==> src/rtl/keypad_scanner_4x4.sv <==
// 4x4 matrix keypad scanner: walks one active-low column per scan tick, debounces
// press and release over DEBOUNCE_TICKS ticks, and emits one key_valid pulse per press.
module keypad_scanner_4x4 #(
  parameter int DEBOUNCE_TICKS = 4
) (
  input  logic       clk,
  input  logic       rst,
  input  logic       scan_tick,
  input  logic [3:0] row_in,
  output logic [3:0] col_out,
  output logic [3:0] key_code,
  output logic       key_valid,
  output logic       key_held
);

  localparam int CW = $clog2(DEBOUNCE_TICKS + 1);
  localparam logic [CW-1:0] CNT_DONE = CW'(DEBOUNCE_TICKS);

  typedef enum logic [1:0] {IDLE, DEBOUNCE, PRESSED} state_t;

  typedef struct packed {
    logic       hit;
    logic [3:0] code;
  } sample_t;

  logic [3:0]    row_m, row_s;
  state_t        state, state_nx;
  logic [1:0]    col_idx, col_idx_nx;
  logic [CW-1:0] cnt, cnt_nx, cnt_inc;
  logic [CW-1:0] rcnt, rcnt_nx, rcnt_inc;
  logic [3:0]    cand, cand_nx;
  logic [3:0]    code_nx;
  logic          valid_nx, held_nx;
  sample_t       smp;
  logic [1:0]    row_idx;

  // Rows are asynchronous to clk; two flops before anything looks at them.
  always_ff @(posedge clk or posedge rst) begin
    if (rst) begin
      row_m <= 4'hF;
      row_s <= 4'hF;
    end else begin
      row_m <= row_in;
      row_s <= row_m;
    end
  end

  always_comb begin
    col_out          = 4'hF;
    col_out[col_idx] = 1'b0;
  end

  // Lowest-index low row wins when several rows are pulled low on one column.
  always_comb begin
    row_idx = 2'd3;
    if      (!row_s[0]) row_idx = 2'd0;
    else if (!row_s[1]) row_idx = 2'd1;
    else if (!row_s[2]) row_idx = 2'd2;
    smp.hit  = ~&row_s;
    smp.code = {row_idx, col_idx};
  end

  assign cnt_inc  = cnt + 1'b1;
  assign rcnt_inc = rcnt + 1'b1;

  always_comb begin
    state_nx   = state;
    col_idx_nx = col_idx;
    cnt_nx     = cnt;
    rcnt_nx    = rcnt;
    cand_nx    = cand;
    code_nx    = key_code;
    held_nx    = key_held;
    valid_nx   = 1'b0;
    if (scan_tick) begin
      case (state)
        IDLE: begin
          if (!smp.hit) begin
            col_idx_nx = col_idx + 2'd1;
          end else begin
            cand_nx = smp.code;
            cnt_nx  = CW'(1);
            if (DEBOUNCE_TICKS == 1) begin
              code_nx  = smp.code;
              valid_nx = 1'b1;
              held_nx  = 1'b1;
              cnt_nx   = '0;
              rcnt_nx  = '0;
              state_nx = PRESSED;
            end else begin
              state_nx = DEBOUNCE;
            end
          end
        end
        DEBOUNCE: begin
          if (smp.hit && smp.code == cand) begin
            cnt_nx = cnt_inc;
            if (cnt_inc == CNT_DONE) begin
              code_nx  = cand;
              valid_nx = 1'b1;
              held_nx  = 1'b1;
              cnt_nx   = '0;
              rcnt_nx  = '0;
              state_nx = PRESSED;
            end
          end else begin
            // A bounce or a different row restarts scanning from the next column.
            cnt_nx     = '0;
            col_idx_nx = col_idx + 2'd1;
            state_nx   = IDLE;
          end
        end
        PRESSED: begin
          if (!smp.hit) begin
            rcnt_nx = rcnt_inc;
            if (rcnt_inc == CNT_DONE) begin
              held_nx    = 1'b0;
              rcnt_nx    = '0;
              col_idx_nx = col_idx + 2'd1;
              state_nx   = IDLE;
            end
          end else begin
            rcnt_nx = '0;
          end
        end
        default: state_nx = IDLE;
      endcase
    end
  end

  always_ff @(posedge clk or posedge rst) begin
    if (rst) begin
      state     <= IDLE;
      col_idx   <= 2'd0;
      cnt       <= '0;
      rcnt      <= '0;
      cand      <= 4'd0;
      key_code  <= 4'd0;
      key_valid <= 1'b0;
      key_held  <= 1'b0;
    end else begin
      state     <= state_nx;
      col_idx   <= col_idx_nx;
      cnt       <= cnt_nx;
      rcnt      <= rcnt_nx;
      cand      <= cand_nx;
      key_code  <= code_nx;
      key_valid <= valid_nx;
      key_held  <= held_nx;
    end
  end

endmodule
==> config.mk <==
export PLATFORM = sky130hd
export DESIGN_NAME = keypad_scanner_4x4
export DESIGN_NICKNAME = d
export VERILOG_FILES = /design/src/rtl/keypad_scanner_4x4.sv
export SDC_FILE = /design/constraint.sdc
export NUM_CORES = 1
export LEC_CHECK = 0
export ABC_CLOCK_PERIOD_IN_PS = 3700
export CELL_PAD_IN_SITES_DETAIL_PLACEMENT = 1
export CELL_PAD_IN_SITES_GLOBAL_PLACEMENT = 1
export CORE_MARGIN = 1
export CORE_UTILIZATION = 45
export CTS_CLUSTER_DIAMETER = 30
export DETAILED_ROUTE_END_ITERATION = 12
export DONT_BUFFER_PORTS = 1
export MAX_ROUTING_LAYER = met4
export PLACE_DENSITY_LB_ADDON = 0.1
export SLEW_MARGIN = 20
export SYNTH_ARGS = -nofsm -noshare
export SYNTH_HDL_FRONTEND = slang
export SYNTH_SLANG_ARGS = --single-unit
export TNS_END_PERCENT = 20
==> constraint.sdc <==
create_clock -name clk -period 3.7 [get_ports clk]
set_clock_uncertainty 0.05 [all_clocks]
set_input_delay 0.74 -clock clk [delete_from_list [all_inputs] [get_ports clk]]
set_output_delay 0.74 -clock clk [all_outputs]
set_load 0.1 [all_outputs]
==> summary.md, run 1 <==
| Metric | Value |
|---|---|
| Final Hold Viols | 0 |
| Root Buffer | clkbuf_4 |
| Initial antenna violation count | 0 |
| TritonCTS clock tree | done |
| Cts repair resizes | 0 |
| Max-cap viol count | 0 |
| Worst reg2reg endpoint | key_code[0] |
| Die Ht | 57.8 um |
| Crit path launch type | flip-flop |
| Family with the most delay on the worst path | buffers and inverters |
| Post-Syn Area per Cell | 11.3 um2 |
| CTS Hold Bufs | 0 |
| Latest clock arrival within the worst-skew pair | 0.32 ns |
| I/O pin count | 17 |
| WL per Instance | 16.4 um |
| EDFF count, synth | 0 |
| Pre-antenna DRT Iters | 3 |
| GRT Residual Overflow | 0 |
| Finished Cell Area | 0.00146 mm2 |
| Outcome | finished, final reports clean |
| Global-route wire length before repair | 4590 um |
| Worst R2R Path Depth | 5 |
| Max Fclk | 400 MHz |
| Crit end category | primary output |
| Vias/cell | 5.80 |
| Min-Delay Path Class | input port to asynchronous set/reset pin |
| Peak VDD IR | 0.587 mV |
| Via count | 916 |
| Setup violators final | 0 |
| Largest net degree at the start of global routing | 29 |
| Sinks on Clock Net | 28 |
| Mapped Cells | 124 |
| #FFs+latches synth | 28 |
| Most used cell along the critical path | inv_1 |
| Worst-path cell chain | inv_1 -> ha_1 -> inv_1 |
| Final Cycle Share | 0.675 |
| Worst Tran Pin Value | 0.913 ns |
| DRC | 0 |
| Hold slack | 0.281 ns |
| Worst r2r src | row_s[0] |
| TritonCTS Buffers | 3 |
| Core Footprint | 0.00285 mm2 |
| WP buf/inv | 2 |
| Final Critical Period | 2.50 ns |
| Die Wd | 57.8 um |
| Synth Cell Area | 0.00140 mm2 |
| Fillcell total | 319 |
| Cell variety after synth | 39 |
| Post-DP HPWL | 2030 um |
| Htree depth | 1 |
| Synth Net Count | 139 |
| Final Max Slew Viols | 0 |
| Sequential fraction of the synthesis area | 0.508 |
| P per Cell Area | 657 mW/mm2 |
| Clk buf depth | 2 |
| Die area | 0.00334 mm2 |
| Clock slew at reported path FFs | 0.14 ns |
| Vias in the first global route | 990 |
| Rel. slew slack | 0.391 |
| Crit Path Class | flip-flop to primary output |
| CP Max Fanout | 4 |
| Starting Density | 0.491 |
| Share of layout cells above drive strength 1 | 0.197 |
| Slowest CP cell | inv_1 |
| Gpl congestion | 0.749 |
| RSZ-0062 raised after global routing | no |
| Ys async rst share | 1.00 |
| Setup TNS | 0 ns |
| Leakage | 0.687 nW |
| CP max stage delay | 0.60 ns |
| Area growth syn-to-layout | 4.56% |
| Final net count | 143 |
| Most used DFF post-synth | dfrtp_1 |
| Slack of the worst reg-to-reg path | 1.22 ns |
| Crit path required time | 2.91 ns |
| Iter 0 DRT Violations | 26 |
| IO buf count | 0 |
| Cell Rows | 19 |
| Total GRT Usage | 0.186 |
| Yosys warns | 0 |
| Antenna Nets Post-Route | 0 |
| Post-CTS Setup Bufs | 0 |
| Placed inst area | 0.00143 mm2 |
| Diode count | 0 |
| WL final | 2590 um |
| Worst Path Arrival | 1.71 ns |
-- synth_stat cells, types with 2 or more instances --
cell / number / area share
a21oi_1: 3 / 0.011
a22oi_1: 2 / 0.011
dfrtp_1: 20 / 0.36
dfstp_2: 8 / 0.15
ha_1: 8 / 0.071
inv_1: 12 / 0.032
mux2_2: 2 / 0.016
mux2_4: 4 / 0.043
nand2_1: 12 / 0.032
nand2b_1: 5 / 0.022
nand3_1: 3 / 0.011
nand4_1: 2 / 0.0089
nor2_1: 5 / 0.013
o21ai_0: 10 / 0.036
xnor2_1: 3 / 0.019
xor2_1: 2 / 0.013
-- sequential cells by signal, summed over array words and instances (netlist names) --
signal,count
key_held,1
cand,4
state,2
cnt,3
key_valid,1
row_s,4
key_code,4
col_idx,2
rcnt,3
row_m,4
-- worst max-delay path by stage --
stage / start / end / depth (start not counted)
floorplan: row_s[0] / key_code[0] / 6
global route: row_s[0] / key_code[0] / 5
detailed placement: row_s[0] / key_code[3] / 5
CTS: col_idx[0] / col_out[2] / 3
finish: col_idx[0] / col_out[2] / 3
global placement: row_s[0] / key_code[2] / 5
-- cells by family after synthesis --
kind of cell	Yosys count	synth area share
muxes	6	0.0590
adders and majority gates	8	0.0715
and+or+nand+nor	36	0.139
buffers and inverters	13	0.0402
xor gates and xnor gates	5	0.0313
AOI/OAI and AO/OA	28	0.152
DFF	28	0.508
-- report_power, final --
group	switching, mW	total, mW	internal (mW)
sequential	0.0556	0.414	0.359
combinational	0.310	0.402	0.0916
clock	0.0854	0.146	0.0602
-- metrics by stage --
step / worst slack, ns / total power, mW / utilization / instances
6_report: 1.20 / 0.962 / 0.513 / 158
5_1_grt: 1.07 / 1.02 / 0.513 / 158
4_1_cts: 1.18 / 0.976 / 0.513 / 158
3_5_place_dp: 1.23 / 0.825 / 0.500 / 154
3_3_place_gp: 1.28 / 0.814 / 0.500 / 154
2_1_floorplan: 1.54 / 0.762 / - / 124
-- routing by layer --
layer,global-route usage,vias up,part of all wire
li1,-,443,-
met1,0.237,455,0.47
met2,0.317,14,0.50
met3,0.0290,4,0.029
met4,0.0408,0,0.0069
met5,-,-,0
-- layout make-up --
cell class / count / area (um2) / area share
clock buffer: 4 / 36.3 / 0.0248
tap: 31 / 38.8 / 0.0265
sequential: 28 / 711 / 0.485
multi-input combinational: 83 / 633 / 0.432
inverter: 12 / 45.0 / 0.0308
-- cells in the final DEF, fill, tap and decap left out, types with 4 or more instances in the layout --
cell	count
dfrtp_1	20
dfstp_2	8
ha_1	8
inv_1	11
mux2_4	4
nand2_1	12
nand2b_1	5
nor2_1	5
o21ai_0	10
No activity file was read; power rests on OpenSTA's default activity.
==> run 2, diff against run 1 <==
- ABC_CLOCK_PERIOD_IN_PS: 3700 -> 2400
- clock period: 3.7 -> 2.4 ns (I/O delays scaled with it)
==> run 2 against run 1 <==
Net effect:
- die area unchanged
- flip-flop and latch count stayed put
- register-to-register slack got worse by 1.2 ns
- sequential power rose by 55%
- clock-buffer cell count unchanged
- non-clock buffer count up 11
- critical endpoint is now key_code[0]
- largest cell class unchanged
==> summary.md, run 2 (synthesis results as in run 1) <==
| Metric | Value |
|---|---|
| Pre-antenna DRT Iters | 4 (+1) |
| Diode count | 0 (unchanged) |
| Final Hold Viols | 0 (unchanged) |
| Die Ht | 57.8 um (unchanged) |
| Most frequent cells in the layout | dfrtp_1, inv_1, nand2_1 |
| Leakage | 0.737 nW (+7.2%) |
| Sinks on Clock Net | 28 (unchanged) |
| Gpl congestion | 0.750 (+0.15%) |
| Peak VDD IR | 0.785 mV (+34%) |
| Crit path launch type | flip-flop |
| GRT Residual Overflow | 0 (unchanged) |
| Final Max Slew Viols | 0 (unchanged) |
| Die area | 0.00334 mm2 (unchanged) |
| Final Critical Period | 2.35 ns |
| TritonCTS Buffers | 3 (unchanged) |
| Share of layout cells above drive strength 1 | 0.246 (+0.0495) |
| CP max stage delay | 0.59 ns (about the same) |
| Worst Tran Pin Value | 0.928 ns (+0.0149 ns) |
| Worst-path cell chain | nand2_2 -> a211o_1 -> a2111oi_4 -> and4_1 -> buf_4 -> mux2_4 |
| WL final | 3020 um (+16%) |
| Worst r2r src | row_s[1] |
| Tot Pwr | 1.54 mW (+61%) |
| Family with the most delay on the worst path | compound AO/OA/AOI/OAI gates |
| Crit path required time | 2.57 ns (-0.34 ns) |
| Slowest CP cell | dfstp_2 |
| TritonCTS clock tree | done |
| Root Buffer | clkbuf_4 |
| WP buf/inv | 1 (-1) |
| Min-Delay Path Class | input port to asynchronous set/reset pin |
| Total GRT Usage | 0.189 (+0.00213) |
| Htree depth | 1 (unchanged) |
| Die Wd | 57.8 um (unchanged) |
| Latest clock arrival within the worst-skew pair | 0.32 ns (about the same) |
| Starting Density | 0.491 (unchanged) |
| Area growth syn-to-layout | 9.74% |
| Worst R2R Path Depth | 6 (+1) |
| Antenna Nets Post-Route | 0 (unchanged) |
| Rel. slew slack | 0.381 (-0.00993) |
| Final net count | 154 (+7.7%) |
| Core Footprint | 0.00285 mm2 (unchanged) |
| Worst reg2reg endpoint | key_code[0] |
| CTS Hold Bufs | 0 (unchanged) |
| Worst Path Arrival | 2.52 ns (+0.81 ns) |
| Max Fclk | 426 MHz |
| Largest net degree at the start of global routing | 29 (unchanged) |
| Slack of the worst reg-to-reg path | 0.05 ns (-1.17 ns) |
| Via count | 980 (+7.0%) |
| Vias in the first global route | 967 (-2.3%) |
| Crit Path Class | flip-flop to flip-flop |
| Crit end category | flip-flop |
| Fillcell total | 310 (-2.8%) |
| Vias/cell | 5.80 (about the same) |
| WL per Instance | 17.9 um (+8.9%) |
| Post-DP HPWL | 2140 um (+5.1%) |
| Max-cap viol count | 0 (unchanged) |
| Clock slew at reported path FFs | 0.14 ns (about the same) |
| Initial antenna violation count | 0 (unchanged) |
| CP Max Fanout | 7 (+3) |
| DRC | 0 (unchanged) |
| I/O pin count | 17 (unchanged) |
| Iter 0 DRT Violations | 28 (+7.7%) |
| IO buf count | 0 (unchanged) |
| P per Cell Area | 1010 mW/mm2 (+53%) |
| Outcome | finished, final reports clean |
| Setup TNS | 0 ns (unchanged) |
| Cell Rows | 19 (unchanged) |
| Clk buf depth | 2 (unchanged) |
| Global-route wire length before repair | 4570 um (-0.31%) |
| Final Cycle Share | 0.978 |
| Commonest non-fill, non-tap cell in the layout | dfrtp_1 |
| Setup violators final | 0 (unchanged) |
## run 2: worst max path at each step
stage / startpoint / endpoint / slack, ns / cells after the start
after floorplan: row_s[0] / key_code[0] / 0.24 / 6
after global placement: row_s[0] / key_code[3] / 0.1 / 6
after detailed placement: row_s[0] / key_code[1] / 0.04 / 6
after CTS: row_s[0] / key_code[3] / 0.02 / 6
after global routing: row_s[1] / key_code[2] / -0.04 / 6
final: row_s[1] / key_code[0] / 0.05 / 6
## run 2: repair_timing
item / in CTS / in global routing
setup endpoints to repair: 0 / 4
gates resized for setup: 0 / 0
buffers inserted: 0 / 3
## run 2: power breakdown
group	switching (mW)	internal [mW]	leakage [nW]	total, mW
combinational	0.503	0.204	0.379	0.708
sequential	0.0903	0.553	0.343	0.643
clock	0.129	0.0650	0.0150	0.194
total	0.723	0.822	0.737	1.54
## run 2: area by class of cell
type / instances / area [um2] / share of cell area
flip-flops and latches: 28 / 711 / 0.463
inverters: 12 / 45.0 / 0.0293
well taps: 31 / 38.8 / 0.0252
multi-input cells: 83 / 633 / 0.412
repair buffers: 11 / 82.6 / 0.0537
clock buffers: 4 / 26.3 / 0.0171
## run 2: routing by layer
layer | track usage | share of wire | vias up
met3 | 0.0223 | 0.017 | 2
met5 | - | 0 | -
met4 | 0.0510 | 0.0023 | 0
met2 | 0.304 | 0.55 | 11
li1 | - | - | 460
met1 | 0.256 | 0.44 | 507
## run 2: stage by stage
step	util	cells	area [um2]	hold slack [ns]	setup slack (ns)
floorplan	-	124	1400	0.295	0.236
global placement	0.521	162	1490	0.296	0.0968
detailed placement	0.521	162	1490	0.297	0.0380
CTS	0.531	166	1510	0.0553	0.0183
global route	0.539	169	1540	0.0529	-0.0371
finish	0.539	169	1540	0.0567	0.0518
